File: config.mk
export PLATFORM = sky130hd
export DESIGN_NAME = pipelined_divider_valrdy
export DESIGN_NICKNAME = d
export VERILOG_FILES = /design/src/rtl/pipelined_divider_valrdy_pkg.sv /design/src/rtl/pipelined_divider_valrdy_stage.sv /design/src/rtl/pipelined_divider_valrdy.sv
export SDC_FILE = /design/constraint.sdc
export NUM_CORES = 2
export LEC_CHECK = 0
export ABC_AREA = 1
export BUFFER_PORTS_ARGS = -buffer_cell sky130_fd_sc_hd__buf_2
export CAP_MARGIN = 10
export CORE_ASPECT_RATIO = 1.4
export CORE_MARGIN = 3
export CORE_UTILIZATION = 46
export DETAILED_ROUTE_END_ITERATION = 10
export GPL_TIMING_DRIVEN = 1
export SLEW_MARGIN = 40
export SYNTH_ARGS = -nofsm -noshare
export SYNTH_HDL_FRONTEND = slang
export SYNTH_SLANG_ARGS = --single-unit
File: constraint.sdc
create_clock -name clk -period 57.1 [get_ports clk]
set_input_delay 5.71 -clock clk [delete_from_list [all_inputs] [get_ports clk]]
set_output_delay 5.71 -clock clk [all_outputs]
set_load 0.01 [all_outputs]
File: src/rtl/pipelined_divider_valrdy_pkg.sv
// divider_pkg: shared flag type and sizing helper for the pipelined divider
package divider_pkg;
  typedef struct packed {
    logic neg_q;
    logic neg_r;
    logic dz;
  } div_flags_t;
  function automatic int div_iters(input int width, input int stages);
    return width / stages;
  endfunction
endpackage

File: src/rtl/pipelined_divider_valrdy_stage.sv
// divider_stage: ITERS restoring-division iterations, resolving this stage's quotient bits MSB first
module divider_stage #(
  parameter int WIDTH = 32,
  parameter int ITERS = 4,
  parameter int STAGE_IDX = 0
) (
  input  logic [ITERS-1:0] i_bits,
  input  logic [WIDTH-1:0] i_divisor,
  input  logic [WIDTH-1:0] i_quot,
  input  logic [WIDTH:0]   i_rem,
  output logic [WIDTH-1:0] o_quot,
  output logic [WIDTH:0]   o_rem
);
  localparam int MSB = WIDTH - 1 - STAGE_IDX * ITERS;
  always_comb begin
    o_rem = i_rem;
    o_quot = i_quot;
    for (int j = 0; j < ITERS; j++) begin
      o_rem = {o_rem[WIDTH-1:0], i_bits[ITERS-1-j]};
      o_quot[MSB-j] = o_rem >= {1'b0, i_divisor};
      o_rem = o_quot[MSB-j] ? o_rem - {1'b0, i_divisor} : o_rem;
    end
  end
endmodule

File: src/rtl/pipelined_divider_valrdy.sv
// pipelined_divider_valrdy: STAGES-deep restoring divider with valid/ready, signed mode, div-by-zero flag and tag
module pipelined_divider_valrdy
  import divider_pkg::*;
#(
  parameter int WIDTH = 32,
  parameter int STAGES = 8,
  parameter int TAG_W = 4
) (
  input  logic             clk,
  input  logic             reset,
  input  logic             in_valid,
  output logic             in_ready,
  input  logic [WIDTH-1:0] in_dividend,
  input  logic [WIDTH-1:0] in_divisor,
  input  logic             in_signed,
  input  logic [TAG_W-1:0] in_tag,
  output logic             out_valid,
  input  logic             out_ready,
  output logic [WIDTH-1:0] out_quotient,
  output logic [WIDTH-1:0] out_remainder,
  output logic             out_div_by_zero,
  output logic [TAG_W-1:0] out_tag
);
  localparam int ITERS = div_iters(WIDTH, STAGES);
  if (WIDTH < 2 || STAGES < 1 || WIDTH % STAGES != 0) begin : g_bad_params
    $error("pipelined_divider_valrdy: WIDTH must be >= 2 and a multiple of STAGES");
  end
  typedef struct packed {
    logic             valid;
    logic [WIDTH-1:0] dividend;
    logic [WIDTH-1:0] divisor;
    logic [WIDTH-1:0] quot;
    logic [WIDTH:0]   rem;
    div_flags_t       f;
    logic [WIDTH-1:0] orig;
    logic [TAG_W-1:0] tag;
  } payload_t;
  payload_t         r_p [STAGES];
  payload_t         w_pre;
  logic [WIDTH-1:0] w_q [STAGES];
  logic [WIDTH:0]   w_r [STAGES];
  logic             w_adv, w_a_neg, w_b_neg;
  logic [WIDTH-1:0] w_qf, w_rf;
  logic             r_o_valid, r_o_dz;
  logic [WIDTH-1:0] r_o_q, r_o_r;
  logic [TAG_W-1:0] r_o_tag;
  assign w_adv = !r_o_valid || out_ready;
  assign in_ready = w_adv && reset;
  always_comb begin
    w_a_neg = in_signed & in_dividend[WIDTH-1];
    w_b_neg = in_signed & in_divisor[WIDTH-1];
    w_pre.valid = in_valid;
    w_pre.dividend = w_a_neg ? -in_dividend : in_dividend;
    w_pre.divisor = w_b_neg ? -in_divisor : in_divisor;
    w_pre.quot = '0;
    w_pre.rem = '0;
    w_pre.f.neg_q = (w_a_neg ^ w_b_neg) & (in_divisor != '0);
    w_pre.f.neg_r = w_a_neg;
    w_pre.f.dz = in_divisor == '0;
    w_pre.orig = in_dividend;
    w_pre.tag = in_tag;
  end
  for (genvar i = 0; i < STAGES; i++) begin : g_stage
    divider_stage #(.WIDTH(WIDTH), .ITERS(ITERS), .STAGE_IDX(i)) u_stage (
      .i_bits    (r_p[i].dividend[WIDTH-1-i*ITERS -: ITERS]),
      .i_divisor (r_p[i].divisor),
      .i_quot    (r_p[i].quot),
      .i_rem     (r_p[i].rem),
      .o_quot    (w_q[i]),
      .o_rem     (w_r[i])
    );
  end
  // Sign fix-up and the divide-by-zero override are folded into the output register load
  always_comb begin
    w_qf = r_p[STAGES-1].f.neg_q ? -w_q[STAGES-1] : w_q[STAGES-1];
    w_rf = r_p[STAGES-1].f.neg_r ? -w_r[STAGES-1][WIDTH-1:0] : w_r[STAGES-1][WIDTH-1:0];
  end
  always_ff @(posedge clk) begin
    if (!reset) begin
      for (int j = 0; j < STAGES; j++) r_p[j].valid <= 1'b0;
      r_o_valid <= 1'b0;
      r_o_q <= '0;
      r_o_r <= '0;
      r_o_dz <= 1'b0;
      r_o_tag <= '0;
    end else if (w_adv) begin
      r_p[0] <= w_pre;
      for (int j = 1; j < STAGES; j++) begin
        r_p[j] <= r_p[j-1];
        r_p[j].quot <= w_q[j-1];
        r_p[j].rem <= w_r[j-1];
      end
      r_o_valid <= r_p[STAGES-1].valid;
      if (r_p[STAGES-1].valid) begin
        r_o_q <= r_p[STAGES-1].f.dz ? '1 : w_qf;
        r_o_r <= r_p[STAGES-1].f.dz ? r_p[STAGES-1].orig : w_rf;
        r_o_dz <= r_p[STAGES-1].f.dz;
        r_o_tag <= r_p[STAGES-1].tag;
      end
    end
  end
  assign out_valid = r_o_valid;
  assign out_quotient = r_o_q;
  assign out_remainder = r_o_r;
  assign out_div_by_zero = r_o_dz;
  assign out_tag = r_o_tag;
endmodule

== Word-level counts from Yosys, hierarchy flattened ==
Memories as Yosys holds them, arrays and structs flattened.
Cells that the tools add are included.

* Bits in registers: 70
* RAM bits: 1352
* Memories: 1
* Word-level logic and storage cells: 170

{| class="wikitable"
|+ Memories
! memory !! words !! bits a word !! rd ports !! clocked after Yosys merged registers in !! wr ports !! line !! text
|-
| r_p || 8 || 169 || 8 || 0 || 8 || pipelined_divider_valrdy.sv:38 || <nowiki>payload_t r_p [STAGES];</nowiki>
|}

* Add/subtract/negate cells: 36
* Muxes and demuxes: 64
* Reduce and logical (&&, ||, !) cells: 6
* $lt $le $gt $ge: 32
* Bitwise operators: 26

{| class="wikitable"
|+ Operator list
! operator !! number
|-
| $mux W32 || 38
|-
| $ge A33 B32 Y1 || 32
|-
| $sub A32 B32 Y32 || 25
|-
| $mux W33 || 14
|-
| $sub A33 B32 Y33 || 7
|-
| $neg A32 Y32 || 4
|-
| $logic_not A32 Y1 || 1
|-
| $reduce_bool A32 Y1 || 1
|-
| $or A1 B1 Y1 || 22
|-
| $mux W1 || 12
|-
| $and A1 B1 Y1 || 3
|-
| $reduce_and A2 Y1 || 1
|-
| $logic_and A1 B1 Y1 || 1
|-
| $logic_not A1 Y1 || 1
|-
| $logic_or A1 B1 Y1 || 1
|-
| $xor A1 B1 Y1 || 1
|}

== Depth between registers and ports, before layout ==
An unclocked memory read counts as a cell.

* Depth after elaboration: 12
* Gate-level depth with buffers: 86
* Gate-level depth less buffers: 81

== By module ==
From an unflattened synthesis, not the netlist that was laid out.

* Cell total of the unflattened synthesis: 16521
* Area, all modules: 118313.5 um2

{| class="wikitable"
|+ Modules (own cells, without submodules)
! module !! cells an instance !! area an instance (um2) !! sequential area each (um2) !! instances
|-
| pipelined_divider_valrdy || 2300 || 41666.2 || 36394.9 || 1
|-
| divider_stage (g_stage[1].u_stage ...) || 1804 || 9698.1 || 0.0 || 4
|-
| divider_stage (g_stage[2].u_stage) || 1781 || 9665.5 || 0.0 || 1
|-
| divider_stage (g_stage[0].u_stage) || 1803 || 9630.5 || 0.0 || 1
|-
| divider_stage (g_stage[3].u_stage) || 1773 || 9594.2 || 0.0 || 1
|-
| divider_stage (g_stage[7].u_stage) || 1648 || 8964.8 || 0.0 || 1
|}

== Least setup slack after synthesis ==
OpenSTA, ideal clock, no wires.

* Kind: input-to-output
* Start: in reset
* End: out in_ready
* Cell stages on the path: 3
* Slack: 25.308 ns
* Arrival: 26.082 ns
* Path buffers: 1
* Data required time: 51.390 ns
* Cells stage by stage: clkbuf_1 -> nand2_1 -> inv_1

* Cells in the longest elaborated chain, start to end: 1

{| class="wikitable"
|+ RTL lines
! item !! line !! text
|-
| start: declaration || pipelined_divider_valrdy.sv:10 || <nowiki>input logic reset,</nowiki>
|-
| $logic_and A1 B1 Y1 || pipelined_divider_valrdy.sv:48 || <nowiki>assign in_ready = w_adv && reset;</nowiki>
|-
| end: declaration || pipelined_divider_valrdy.sv:12 || <nowiki>output logic in_ready,</nowiki>
|}

Every way passes these cells.

==> results_tabular.tex <==
\begin{tabular}{lr}
\hline
Metric & Value \\
\hline
\multicolumn{2}{l}{\textbf{Worst setup path}} \\
Highest-delay cell along the critical path & sky130\_fd\_sc\_hd\_\_nor3\_1 \\
Delay of the slowest critical-path stage & 0.85 ns \\
Arrival time at the worst endpoint & 17.90 ns \\
Startpoint Class & flop \\
Worst Reg2Reg Path Length in Cells & 69 \\
Kind of end point of the critical path & flop \\
CP Max Fanout & 38 \\
Setup CP Type & reg -> reg \\
Required @ worst endpoint & 57.60 ns \\
Most used cell along the critical path & sky130\_fd\_sc\_hd\_\_nand2\_1 \\
\multicolumn{2}{l}{\textbf{Timing}} \\
Ratio of final minimum period to clock period & 30.5\% \\
Post-Route Setup TNS & 0 ns \\
Rel. slew slack & 32.0\% \\
Shortest period the worst path allows & 17.40 ns \\
Pins over their slew limit & 0 \\
Worst clock skew & 0.0731 ns \\
Achievable Freq & 57.5 MHz \\
Final count of negative-setup-slack endpoints & 0 \\
Count of final hold-check violations & 0 \\
Hold slack & 0.393 ns \\
Setup repair after global routing missed its margin & no \\
Actual slew at the worst max-slew pin & 1.02 ns \\
\multicolumn{2}{l}{\textbf{Clocking}} \\
Post-CTS sizing & 0 \\
Clock buffer count from CTS & 116 \\
Maximum count of clock buffers along a single path & 3 \\
Number of H-tree levels & 3 \\
CTS tree & yes \\
Sinks on the clock net & 1,118 \\
Worst-Skew Late Latency & 0.82 ns \\
Clk slew on worst S/H paths & 0.07 ns \\
Number of buffers inserted for hold repair after clock tree synthesis & 0 \\
Root Buffer & sky130\_fd\_sc\_hd\_\_clkbuf\_16 \\
Number of post-CTS setup repair buffers & 0 \\
\multicolumn{2}{l}{\textbf{Placement}} \\
Detailed placer's ending HPWL & 329,000 um \\
Placer's final routability congestion estimate & 1.05 \\
Number of buffer cells added on primary ports & 143 \\
\multicolumn{2}{l}{\textbf{Floorplanning}} \\
Height of the chip & 545 um \\
Cell Rows & 197 \\
I/O pin count & 144 \\
Width of the die & 391 um \\
Die area & 213,000 um2 \\
Initial Utilization & 46.3\% \\
Core Area & 206,000 um2 \\
\multicolumn{2}{l}{\textbf{Cells and area}} \\
Fraction of layout instances using a drive strength above 1 & 5.46\% \\
Area Overhead vs Synth & 8.48\% \\
Core Util, Final & 50.3\% \\
Reg area & 32,800 um2 \\
Area used by multi-input combinational logic & 56,900 um2 \\
\# nets final & 13,300 \\
Layout fillers & 19,800 \\
Most common cell after layout, fill and taps aside & sky130\_fd\_sc\_hd\_\_nand2\_1 \\
Commonest non-fill, non-tap cells in the layout & 2,951 x sky130\_fd\_sc\_hd\_\_nand2\_1, 1,214 x sky130\_fd\_sc\_hd\_\_inv\_1, 1,110 x sky130\_fd\_sc\_hd\_\_a21oi\_1, 1,043 x sky130\_fd\_sc\_hd\_\_edfxtp\_1, 998 x sky130\_fd\_sc\_hd\_\_ha\_1 \\
\multicolumn{2}{l}{\textbf{Synth}} \\
Top cell type's share of synthesized area & 32.8\% \\
Portion of the post-synthesis area used by sequential elements & 34.3\% \\
Cell Area, Synth & 95,600 um2 \\
Number of library cell types mapped by synthesis & 81 \\
Top area cells in the synthesized netlist & sky130\_fd\_sc\_hd\_\_edfxtp\_1 33\%, sky130\_fd\_sc\_hd\_\_ha\_1 13\%, sky130\_fd\_sc\_hd\_\_nand2\_1 12\%, sky130\_fd\_sc\_hd\_\_a21oi\_1 5.8\%, sky130\_fd\_sc\_hd\_\_o21ai\_0 5.2\% \\
Synthesized Nets & 13,200 \\
Dominant synthesized flop cell & sky130\_fd\_sc\_hd\_\_edfxtp\_1 \\
Number of flops mapped to enable cells by yosys & 1,043 \\
Mean cell area of the mapped netlist & 7.92 um2 \\
Most area-hungry cell type in the Yosys netlist & sky130\_fd\_sc\_hd\_\_edfxtp\_1 \\
Post-synthesis async set-or-reset flop share & 0\% \\
Count of warnings emitted by yosys & 0 \\
Instance count of the mapped netlist & 12,100 \\
Number of synthesized register bits & 1,118 \\
\multicolumn{2}{l}{\textbf{Routing}} \\
Number of vias in the routed layout & 87,700 \\
Top routing layer in use & met5 \\
Initial DRC Count & 6,272 \\
Met3 WL post-DR & 18,200 um \\
Per-cell via count in the routed design & 5.82 \\
Detailed-router iteration count before antenna repair & 6 \\
Antenna-violating nets left & 0 \\
M1 wire length & 124,000 um \\
Routed wl met2 & 196,000 um \\
Post-route DRC & 0 \\
WL final & 398,000 um \\
Routed wire per std cell & 26.4 um \\
\multicolumn{2}{l}{\textbf{Run}} \\
Maxcap violations & 0 \\
\multicolumn{2}{l}{\textbf{GRT}} \\
Number of global-route vias before repair & 87,900 \\
Maximum number of pins on one net before global-route repair & 138 \\
First-pass GRT wire length & 568,000 um \\
Initial antenna violation count & 50 \\
Overflow after GRT & 0 \\
Overall Global Routing Usage & 36.3\% \\
\multicolumn{2}{l}{\textbf{Min path}} \\
Min-delay worst type & reg -> reg \\
Cell count of the worst hold path & 0 \\
\multicolumn{2}{l}{\textbf{Run status}} \\
Run status & finished, final reports clean \\
\hline
\end{tabular}
==> kinds of logic after synthesis <==
logic type               count (synthesis)  synth area share, %
AND/OR/NAND/NOR                       4576                 20.0
AO/OA/AOI/OAI                         2884                 16.8
buffers and inverters                 1499                 6.29
flip-flops                            1118                 34.3
adder cells (fa/ha/maj)               1029                 13.7
XOR/XNOR                               966                 8.85
multiplexers                             1               0.0105
==> critical path, delay by kind of cell (launching register included) <==
kind / cells / cell delay, ns
AND/OR/NAND/NOR: 31 / 5.77
AO/OA/AOI/OAI: 24 / 5.87
flip-flops: 1 / 0.53
buffers and inverters: 10 / 3.20
adder cells (fa/ha/maj): 4 / 1.61
==> sequential cells by signal, summed over array words and instances, names as in the netlist <==
name             cells
out_tag              4
out_remainder       32
r_p               1048
out_valid            1
out_div_by_zero      1
out_quotient        32
==> cells in the mapped netlist (8+ instances only) <==
| library cell | instances |
|---|---|
| sky130_fd_sc_hd__nand2_1 | 2952 |
| sky130_fd_sc_hd__inv_1 | 1220 |
| sky130_fd_sc_hd__a21oi_1 | 1115 |
| sky130_fd_sc_hd__edfxtp_1 | 1043 |
| sky130_fd_sc_hd__ha_1 | 998 |
| sky130_fd_sc_hd__o21ai_0 | 994 |
| sky130_fd_sc_hd__nor2_1 | 681 |
| sky130_fd_sc_hd__xnor2_1 | 490 |
| sky130_fd_sc_hd__xor2_1 | 476 |
| sky130_fd_sc_hd__nand3_1 | 456 |
| sky130_fd_sc_hd__o21ai_1 | 184 |
| sky130_fd_sc_hd__nand4_1 | 128 |
| sky130_fd_sc_hd__nor3_1 | 115 |
| sky130_fd_sc_hd__clkbuf_1 | 98 |
| sky130_fd_sc_hd__a31oi_1 | 79 |
| sky130_fd_sc_hd__a21o_1 | 76 |
| sky130_fd_sc_hd__dfxtp_1 | 75 |
| sky130_fd_sc_hd__nor4_1 | 74 |
| sky130_fd_sc_hd__buf_2 | 73 |
| sky130_fd_sc_hd__o21a_1 | 62 |
| sky130_fd_sc_hd__buf_4 | 45 |
| sky130_fd_sc_hd__o21bai_1 | 44 |
| sky130_fd_sc_hd__a21boi_0 | 43 |
| sky130_fd_sc_hd__o211ai_1 | 40 |
| sky130_fd_sc_hd__o221ai_1 | 38 |
| sky130_fd_sc_hd__a221oi_1 | 36 |
| sky130_fd_sc_hd__a21boi_1 | 35 |
| sky130_fd_sc_hd__nand2_2 | 34 |
| sky130_fd_sc_hd__or2_2 | 34 |
| sky130_fd_sc_hd__fa_1 | 31 |
| sky130_fd_sc_hd__inv_2 | 31 |
| sky130_fd_sc_hd__o31ai_1 | 27 |
| sky130_fd_sc_hd__a211oi_1 | 24 |
| sky130_fd_sc_hd__o21ai_2 | 21 |
| sky130_fd_sc_hd__nand3b_1 | 17 |
| sky130_fd_sc_hd__a21oi_2 | 16 |
| sky130_fd_sc_hd__buf_6 | 16 |
| sky130_fd_sc_hd__nor2_2 | 13 |
| sky130_fd_sc_hd__a31o_2 | 12 |
| sky130_fd_sc_hd__nor2_4 | 11 |
| sky130_fd_sc_hd__nand3_2 | 10 |
| sky130_fd_sc_hd__buf_1 | 9 |
| sky130_fd_sc_hd__nand2_4 | 8 |
==> per-stage QoR <==
step	setup WS, ns	instances	area, um2
after floorplan	25.31	12100	95600
after global placement	39.85	14700	99000
after detailed placement	40.18	14700	99200
after CTS	40.12	15000	103000
after global routing	38.84	15100	104000
final	39.70	15100	104000
==> final timing paths <==
| path | from | endpoint | slack [ns] |
|---|---|---|---|
| setup / recovery | r_p[1][274]$_DFFE_PP_ | r_p[1][400]$_DFFE_PP_ | 39.70 |
| hold / removal | r_p[0][319]$_DFFE_PP_ | r_p[0][488]$_DFFE_PP_ | 0.39 |
| setup reg to reg | r_p[1][274]$_DFFE_PP_ | r_p[1][400]$_DFFE_PP_ | 39.70 |
| hold reg to reg | r_p[0][319]$_DFFE_PP_ | r_p[0][488]$_DFFE_PP_ | 0.39 |
==> metal layers <==
metal  up-vias  global-route usage (%)
met5         -                       0
li1      42000                       -
met1     41200                    32.3
met2      3038                    64.4
met4         4                    43.9
met3      1445                    4.89
==> area by class of cell <==
class | instances | share of cell area [%]
Antenna cell | 120 | 0.290
Multi-Input combinational cell | 9456 | 54.9
Clock buffer | 128 | 2.84
Clock inverter | 91 | 1.06
Timing Repair Buffer | 221 | 1.47
Inverter | 1257 | 4.56
Sequential cell | 1118 | 31.6
Tap cell | 2686 | 3.24
Power is not shown: default switching activity piles up to over one toggle a cycle in this logic, so the estimate is an artifact.
